<file path="src/rtl/div_issue_ctrl_pkg.sv">
// Shared encodings for the EX-stage divider issue controller: FSM states,
// divider handshake levels, stall-request levels and the zero word.
package div_issue_ctrl_pkg;

    localparam int DIV_DATA_W = 32;

    typedef enum logic [1:0] {
        IDLE  = 2'd0,
        WAIT  = 2'd1,
        DONE  = 2'd2,
        DRAIN = 2'd3
    } div_state_e;

    localparam logic DIV_START            = 1'b1;
    localparam logic DIV_STOP             = 1'b0;
    localparam logic DIV_RESULT_READY     = 1'b1;
    localparam logic DIV_RESULT_NOT_READY = 1'b0;

    localparam logic STALL    = 1'b1;
    localparam logic NO_STALL = 1'b0;

    localparam logic [DIV_DATA_W-1:0] ZERO_WORD = '0;

    function automatic logic is_zero_word(input logic [DIV_DATA_W-1:0] w);
        return w == ZERO_WORD;
    endfunction

endpackage

</file>
<file path="src/rtl/div_issue_ctrl_if.sv">
// Bus between the issue controller (master) and the multi-cycle divider (slave).
interface div_issue_if #(
    parameter int DATA_W = 32
) ();

    logic                  div_start_o;
    logic                  div_signed_o;
    logic [DATA_W-1:0]     div_op1_o;
    logic [DATA_W-1:0]     div_op2_o;
    logic [2*DATA_W-1:0]   div_result_i;
    logic                  div_ready_i;

    modport master (
        output div_start_o,
        output div_signed_o,
        output div_op1_o,
        output div_op2_o,
        input  div_result_i,
        input  div_ready_i
    );

    modport slave (
        input  div_start_o,
        input  div_signed_o,
        input  div_op1_o,
        input  div_op2_o,
        output div_result_i,
        output div_ready_i
    );

endinterface

</file>
<file path="src/rtl/div_issue_ctrl.sv">
// EX-stage initiator for the multi-cycle DIV/DIVU unit: issues, stalls, writes HI/LO, drains on flush.
// Optional build macro DIV_ZERO_SKIP_EN: a zero divisor bypasses the divider and leaves HI/LO untouched.
module div_issue_ctrl
    import div_issue_ctrl_pkg::*;
#(
    parameter int DATA_W = 32
) (
    input  logic              clk,
    input  logic              rst,
    input  logic              req_valid_i,
    input  logic              signed_i,
    input  logic [DATA_W-1:0] op1_i,
    input  logic [DATA_W-1:0] op2_i,
    input  logic              flush_i,
    div_issue_if.master       div_bus,
    output logic              stall_req_o,
    output logic              hilo_we_o,
    output logic [DATA_W-1:0] hi_o,
    output logic [DATA_W-1:0] lo_o,
    output logic              busy_o
);

    div_state_e        state_q;
    div_state_e        state_d;

    logic              div_signed_q;
    logic [DATA_W-1:0] div_op1_q;
    logic [DATA_W-1:0] div_op2_q;
    logic [DATA_W-1:0] hi_q;
    logic [DATA_W-1:0] lo_q;
    logic              skip_q;

    logic              start;
    logic              stall;
    logic              hilo_we;
    logic              latch_ops;
    logic              capture;
    logic              zero_skip;
    logic              ready;

    assign ready = (div_bus.div_ready_i == DIV_RESULT_READY);

`ifdef DIV_ZERO_SKIP_EN
    assign zero_skip = is_zero_word(DIV_DATA_W'(op2_i));
`else
    assign zero_skip = 1'b0;
`endif

    always_ff @(posedge clk) begin
        if (rst) begin
            state_q <= IDLE;
        end else begin
            state_q <= state_d;
        end
    end

    always_comb begin
        state_d   = state_q;
        start     = DIV_STOP;
        stall     = NO_STALL;
        hilo_we   = 1'b0;
        latch_ops = 1'b0;
        capture   = 1'b0;
        case (state_q)
            IDLE: begin
                if (req_valid_i && !flush_i) begin
                    stall     = STALL;
                    latch_ops = 1'b1;
                    state_d   = zero_skip ? DONE : WAIT;
                end
            end
            WAIT: begin
                start = DIV_START;
                stall = STALL;
                if (flush_i) begin
                    // A result arriving with the flush already lets the divider go free.
                    state_d = ready ? IDLE : DRAIN;
                end else if (ready) begin
                    capture = 1'b1;
                    state_d = DONE;
                end
            end
            DONE: begin
                // Dropping start here is what releases the divider from its end state.
                hilo_we = !flush_i && !skip_q;
                state_d = IDLE;
            end
            DRAIN: begin
                start = DIV_START;
                stall = req_valid_i ? STALL : NO_STALL;
                if (div_bus.div_ready_i != DIV_RESULT_NOT_READY) begin
                    state_d = IDLE;
                end
            end
            default: begin
                state_d = IDLE;
            end
        endcase
        if (rst) begin
            stall   = NO_STALL;
            hilo_we = 1'b0;
        end
    end

    always_ff @(posedge clk) begin
        if (rst) begin
            div_signed_q <= 1'b0;
            div_op1_q    <= DATA_W'(ZERO_WORD);
            div_op2_q    <= DATA_W'(ZERO_WORD);
            skip_q       <= 1'b0;
            hi_q         <= DATA_W'(ZERO_WORD);
            lo_q         <= DATA_W'(ZERO_WORD);
        end else begin
            if (latch_ops) begin
                div_signed_q <= signed_i;
                div_op1_q    <= op1_i;
                div_op2_q    <= op2_i;
                skip_q       <= zero_skip;
            end
            if (capture) begin
                hi_q <= div_bus.div_result_i[2*DATA_W-1:DATA_W];
                lo_q <= div_bus.div_result_i[DATA_W-1:0];
            end
        end
    end

    assign div_bus.div_start_o  = start;
    assign div_bus.div_signed_o = div_signed_q;
    assign div_bus.div_op1_o    = div_op1_q;
    assign div_bus.div_op2_o    = div_op2_q;

    assign stall_req_o = stall;
    assign hilo_we_o   = hilo_we;
    assign hi_o        = hi_q;
    assign lo_o        = lo_q;
    assign busy_o      = (state_q != IDLE);

endmodule

</file>
<file path="src/flat_wrapper.sv">
// flat-port wrapper written by rule: the top's interface ports become plain ports
module div_issue_ctrl_flat import div_issue_ctrl_pkg::*;
#(
    parameter int DATA_W = 32
)
  (clk, rst, req_valid_i, signed_i, op1_i, op2_i, flush_i, stall_req_o, hilo_we_o, hi_o, lo_o, busy_o, div_bus_div_start_o, div_bus_div_signed_o, div_bus_div_op1_o, div_bus_div_op2_o, div_bus_div_result_i, div_bus_div_ready_i);
  div_issue_if #(.DATA_W(DATA_W)) div_bus_i ();
  input  logic clk;
  input  logic rst;
  input  logic req_valid_i;
  input  logic signed_i;
  input  logic [DATA_W-1:0] op1_i;
  input  logic [DATA_W-1:0] op2_i;
  input  logic flush_i;
  output logic stall_req_o;
  output logic hilo_we_o;
  output logic [DATA_W-1:0] hi_o;
  output logic [DATA_W-1:0] lo_o;
  output logic busy_o;
  output wire logic [$bits(div_bus_i.div_start_o)-1:0] div_bus_div_start_o;
  output wire logic [$bits(div_bus_i.div_signed_o)-1:0] div_bus_div_signed_o;
  output wire logic [$bits(div_bus_i.div_op1_o)-1:0] div_bus_div_op1_o;
  output wire logic [$bits(div_bus_i.div_op2_o)-1:0] div_bus_div_op2_o;
  input wire logic [$bits(div_bus_i.div_result_i)-1:0] div_bus_div_result_i;
  input wire logic [$bits(div_bus_i.div_ready_i)-1:0] div_bus_div_ready_i;
  assign div_bus_div_start_o = div_bus_i.div_start_o;
  assign div_bus_div_signed_o = div_bus_i.div_signed_o;
  assign div_bus_div_op1_o = div_bus_i.div_op1_o;
  assign div_bus_div_op2_o = div_bus_i.div_op2_o;
  assign div_bus_i.div_result_i = div_bus_div_result_i;
  assign div_bus_i.div_ready_i = div_bus_div_ready_i;
  div_issue_ctrl #(.DATA_W(DATA_W)) u_core (.clk(clk), .rst(rst), .req_valid_i(req_valid_i), .signed_i(signed_i), .op1_i(op1_i), .op2_i(op2_i), .flush_i(flush_i), .div_bus(div_bus_i), .stall_req_o(stall_req_o), .hilo_we_o(hilo_we_o), .hi_o(hi_o), .lo_o(lo_o), .busy_o(busy_o));
endmodule
</file>
<file path="config.mk">
export PLATFORM = sky130hd
export DESIGN_NAME = div_issue_ctrl_flat
export DESIGN_NICKNAME = d
export VERILOG_FILES = /design/src/rtl/div_issue_ctrl_pkg.sv /design/src/rtl/div_issue_ctrl_if.sv /design/src/rtl/div_issue_ctrl.sv /design/src/flat_wrapper.sv
export SDC_FILE = /design/constraint.sdc
export NUM_CORES = 1
export LEC_CHECK = 0
export ABC_AREA = 1
export BUFFER_PORTS_ARGS = -buffer_cell sky130_fd_sc_hd__buf_2
export CAP_MARGIN = 40
export CORE_UTILIZATION = 40
export CTS_BUF_LIST = sky130_fd_sc_hd__clkbuf_4 sky130_fd_sc_hd__clkbuf_8
export DETAILED_ROUTE_END_ITERATION = 10
export PLACE_DENSITY_LB_ADDON = 0.25
export SETUP_SLACK_MARGIN = 0.15
export SLEW_MARGIN = 20
export SYNTH_ARGS = -nofsm -noshare
export SYNTH_HDL_FRONTEND = slang
export SYNTH_SLANG_ARGS = --single-unit
export TNS_END_PERCENT = 5
</file>
<file path="constraint.sdc">
create_clock -name clk -period 1.5 [get_ports clk]
set_clock_uncertainty 0.05 [all_clocks]
set_input_delay 0 -clock clk [delete_from_list [all_inputs] [get_ports clk]]
set_output_delay 0 -clock clk [all_outputs]
set_load 0.01 [all_outputs]
</file>
# Yosys cells after proc, flatten, opt, wreduce, memory -nomap -nowiden
# Cells that the tools add are included.
[totals]
register_bits = 131
inputBits = 134
out_inout_bits = 133
[classes]
n_eq_ne = 6
mux = 17
n_reduce_logical = 6
[ops]
columns = ["cell", "n"]
rows = [
  ["$mux 1", 10],
  ["$mux 2", 5],
  ["$pmux 2 s4", 1],
  ["$eq 2x2->1 const B", 2],
  ["$ne 3x3->1 const B", 1],
  ["$pmux 1 s3", 1],
  ["$reduce_and 3->1", 1],
  ["$eq 2x1->1 const B", 1],
  ["$logic_not 2->1", 1],
  ["$ne 2x1->1 const B", 1],
  ["$ne 2x2->1 const B", 1],
  ["$reduce_bool 2->1", 1],
  ["$reduce_or 2->1", 1],
  ["$logic_and 1x1->1", 1],
  ["$logic_not 1->1", 1],
]

# Longest topological paths before layout
[logic_depth]
ltp_word = 5
depth_mapped = 8
depth_no_buf = 7

# Worst setup path after synthesis
# OpenSTA, ideal clock, no wires.
[synth_timing]
kind = "register -> register"
start = "register u_core.state_q[0]"
end = "register u_core.hi_q[0], in the netlist u_core.hi_o[0]"
setup_time_ps = 113
arrival_time_ps = 1114
t_required_ps = 1337
slack_ps = 223
stages_incl_launch_ff = 8
path_buffers = 2
synth_period_minus_slack_ps = 1277
cell_sequence = "dfxtp_1 -> inv_2 -> nor2_2 -> nand3_1 -> buf_2 -> buf_2 -> o21ai_1 -> nor2_1"
[synth_via]
elab_chain_cells = 2
[synth_lines]
columns = ["element", "line", "text"]
rows = [
  ["start, declared", "div_issue_ctrl.sv:23", "div_state_e state_q;"],
  ["start signal, assigned", "div_issue_ctrl.sv:53", "state_q <= state_d;"],
  ["$eq 2x1->1", "div_issue_ctrl.sv:64", "case (state_q)"],
  ["$mux 1", "div_issue_ctrl.sv:64", ""],
  ["end signal, assigned", "div_issue_ctrl.sv:111", "hi_q <= DATA_W'(ZERO_WORD);"],
  ["end signal, assigned", "div_issue_ctrl.sv:121", "hi_q <= div_bus.div_result_i[2*DATA_W-1:DATA_W];"],
  ["end, declared", "div_issue_ctrl.sv:29", "logic [DATA_W-1:0] hi_q;"],
]
# Every way passes these cells.
# A chain may end at the register's enable or synchronous reset.

# Worst setup path in the final report
[layout_timing]
start = "input req_valid_i"
end = "output stall_req_o"
[layout_via]
elab_chain_cells = 4
word_cells_on_any_way = 5
[layout_lines]
columns = ["element", "line", "text"]
rows = [
  ["start, declared", "flat_wrapper.sv:10", "input logic req_valid_i;"],
  ["$logic_and 1x1->1", "div_issue_ctrl.sv:66", "if (req_valid_i && !flush_i) begin"],
  ["$mux 1", "div_issue_ctrl.sv:66", ""],
  ["$pmux 1 s3 *", "div_issue_ctrl.sv:64", ""],
  ["$mux 1 *", "div_issue_ctrl.sv:99", "if (rst) begin"],
  ["end, declared", "flat_wrapper.sv:15", "output logic stall_req_o;"],
]
# Mark *: on every way between the ends. The rest lies on a longest branch, timed or not.

==> impl_metrics.ini <==
[worst_setup_path]
reg2reg_depth = 6
slowest_stage = dlygate4sd3_1
required_ns = 1.45
arrival_ns = 1.43
slowest_delay_ns = 0.55
path_max_fanout = 3
start_kind = input port
crit_chain = dlygate4sd3_1 > buf_2 > nand2_1 > inv_2 > nand2_4 > buf_12 > a21oi_2 > buf_4
worstReg2RegEnd = u_core.lo_o[21]
endpoint_kind = primary output
rrSetupSlack_ns = 0.04
critPathKind = in -> out
r2r-start = u_core.state_q[0]

[cells_and_area]
drive_gt1_share_pct = 40.8
fin_util_pct = 76.0
nets = 1131
diodes = 0
area_growth_pct = 84.5

[sta]
relSlewSlack_pct = 63.8
rsz0062_at_grt = yes
maxSlewViolCount = 0
setup_viol = 0
min_period_ns = 1.48
worst_pin_slew_ns = 0.540
period_share_pct = 98.9
hold_viol = 0
max_freq_ghz = 0.674

[grt]
grt_start_max_net_pins = 67
grt_first_pass_wirelength_um = 28600
grt-ovfl-total = 0
track_usage_pct = 29.3
antenna_found_initial = 0
grt_pass1_vias = 5889

[synth]
synthTopCellsByArea = dfxtp_1, nor2_1, nand3_1
syn_nets = 734
synth_compound_area_share_pct = 14.2
synth-xor-area-share_pct = 0
synth.area.mux_share_pct = 0
synth_warnings = 0
yosysMostFrequentCell = nor2_1
yosys.area.top_type = dfxtp_1
synth_simple_gate_area_share_pct = 24.2
async_flop_share_pct = 0
synth-seq-cells = 131
synth.cell_area_mm2 = 0.00470
synth_flop_cell = dfxtp_1
netlist_instances = 600
seq_area_frac_synth_pct = 55.8
synthAdderAreaFrac_pct = 0
synth-edff-count = 0
post_synth.cell_area_avg_um2 = 7.83
synth_common_cells = nor2_1, dfxtp_1, nand2_1
synthDominantCellAreaShare_pct = 55.8
ys_types = 15
synth_top_family_by_area = simple AND/OR/NAND/NOR gates

[routing]
top_layer = met4
wl_met1_um = 7480
via_per_inst = 5.22
drtPass1Iterations = 7
drc = 0
first_iter_violations = 568
vias = 6015
met3_length_um = 1590
wirelength_um = 19700
met2_length_um = 9810
wl_per_cell_um = 17.1
ant_nets = 0

[floorplanning]
core_area_mm2 = 0.0114
die_y_um = 110
start_util_pct = 41.2
design.die.area_mm2 = 0.0122
rows = 39
die_w_um = 110
io_pins = 267

[power_and_ir_drop]
p_per_area_mw_per_mm2 = 1180
total_power_uw = 10200
p_leak_uw = 0.00395
ir_drop_mv = 0.849

[clock_network]
clk_pin_slew_ns = 0.07
cts-buffers-inserted = 17
tritoncts = built
htree_levels = 4
clkSinkCount = 131
insertion_delay_ns = 0.44
root_buffer = clkbuf_8
clockBufferDepth = 2

[hold_path]
hp-class = in -> reg
min_to = u_core.state_q[0]
hold_depth = 6
holdCritStartpoint = flush_i

[placed_design]
dpl.hpwl_um = 9560
port_buffers = 266
routabilityCongestion = 0.844

[outcome]
status = finished clean

[job]
drv_cap = 0
## cell usage in the layout (no fill, tap or decap), types with 2 or more instances in the layout
cell,instances
buf_12,5
nand3_2,4
a21oi_2,8
inv_2,2
buf_6,3
o21ai_4,14
clkbuf_4,2
dlygate4sd3_1,135
clkinvlp_4,2
buf_4,12
buf_16,4
dfxtp_1,129
bufinv_16,5
dfxtp_4,2
clkbuf_8,22
nand3_1,63
a21oi_1,59
nand2_1,71
buf_2,265
nor2_4,3
o21ai_1,21
nor2_2,17
inv_1,5
nand2_4,2
nor2_1,114
o21ai_2,30
clkbuf_16,2
## worst max-delay path by stage
stage | end | startpoint | slack (ns)
finish | stall_req_o | req_valid_i | 0.02
global route | stall_req_o | req_valid_i | -0.04
CTS | stall_req_o | u_core.state_q[0] | 0.03
detailed placement | u_core.hi_o[30] | u_core.state_q[0] | 0.17
global placement | u_core.lo_o[2] | u_core.state_q[0] | 0.20
floorplan | u_core.hi_o[0] | u_core.state_q[0] | 0.22
## critical path: cells and delay by family
| kind | cells | cell delay, ns |
|---|---|---|
| compound gates | 1 | 0.10 |
| buf+inv | 5 | 1.10 |
| simple gates | 2 | 0.23 |
## area by class of cell
cell class | instances | area, µm²
Inverter | 8 | 32.5
Clock buffer | 24 | 318
Fill cell | 724 | 2750
Timing Repair Buffer | 428 | 3110
Multi-Input combinational cell | 411 | 2230
Clock inverter | 8 | 170
Tap cell | 143 | 179
Sequential cell | 131 | 2630
## registers in the layout, indices dropped and copies added, names as in the netlist
register / count
u_core.div_bus.div_op1_o: 32
u_core.div_bus.div_op2_o: 32
u_core.div_bus.div_signed_o: 1
u_core.hi_o: 32
u_core.lo_o: 32
u_core.state_q: 2
## through the flow
step | worst slack [ns] | setup TNS [ns] | cells | hold slack [ns] | area (µm²)
detailed placement | 0.166 | 0 | 974 | 0.192 | 6180
finish | 0.0171 | 0 | 1153 | 0.0714 | 8670
global route | -0.0434 | -0.0692 | 1153 | 0.0649 | 8670
floorplan | 0.223 | 0 | 600 | 0.00286 | 4700
global placement | 0.199 | 0 | 974 | 0.182 | 6180
CTS | 0.0303 | 0 | 1151 | -0.0112 | 8200
## cell families (layout without fill, tap and decap cells)
logic type	after synthesis	after routing
simple gates	278	278
buf+inv	58	468
flops	131	131
compound gates	133	133
## power by group
part / total, µW / switching, µW / internal [µW]
Sequential: 3920 / 171 / 3750
Clock: 3620 / 1390 / 2240
Combinational: 2650 / 1380 / 1270
## timing repair
action,in CTS,in global routing
gates resized for setup,10,109
pin swaps,3,77
endpoints found under the hold margin,131,0
cloned,3,2
hold buffers,135,0
buffers inserted,7,0
setup endpoints to repair,5,111
## per-layer routing
metal / vias to the layer above / track usage (%)
met4: 0 / 15.0
met2: 365 / 51.4
li1: 2771 / -
met3: 76 / 8.95
met1: 2803 / 31.7
met5: - / 0
No activity file was read; power rests on OpenSTA's default activity.
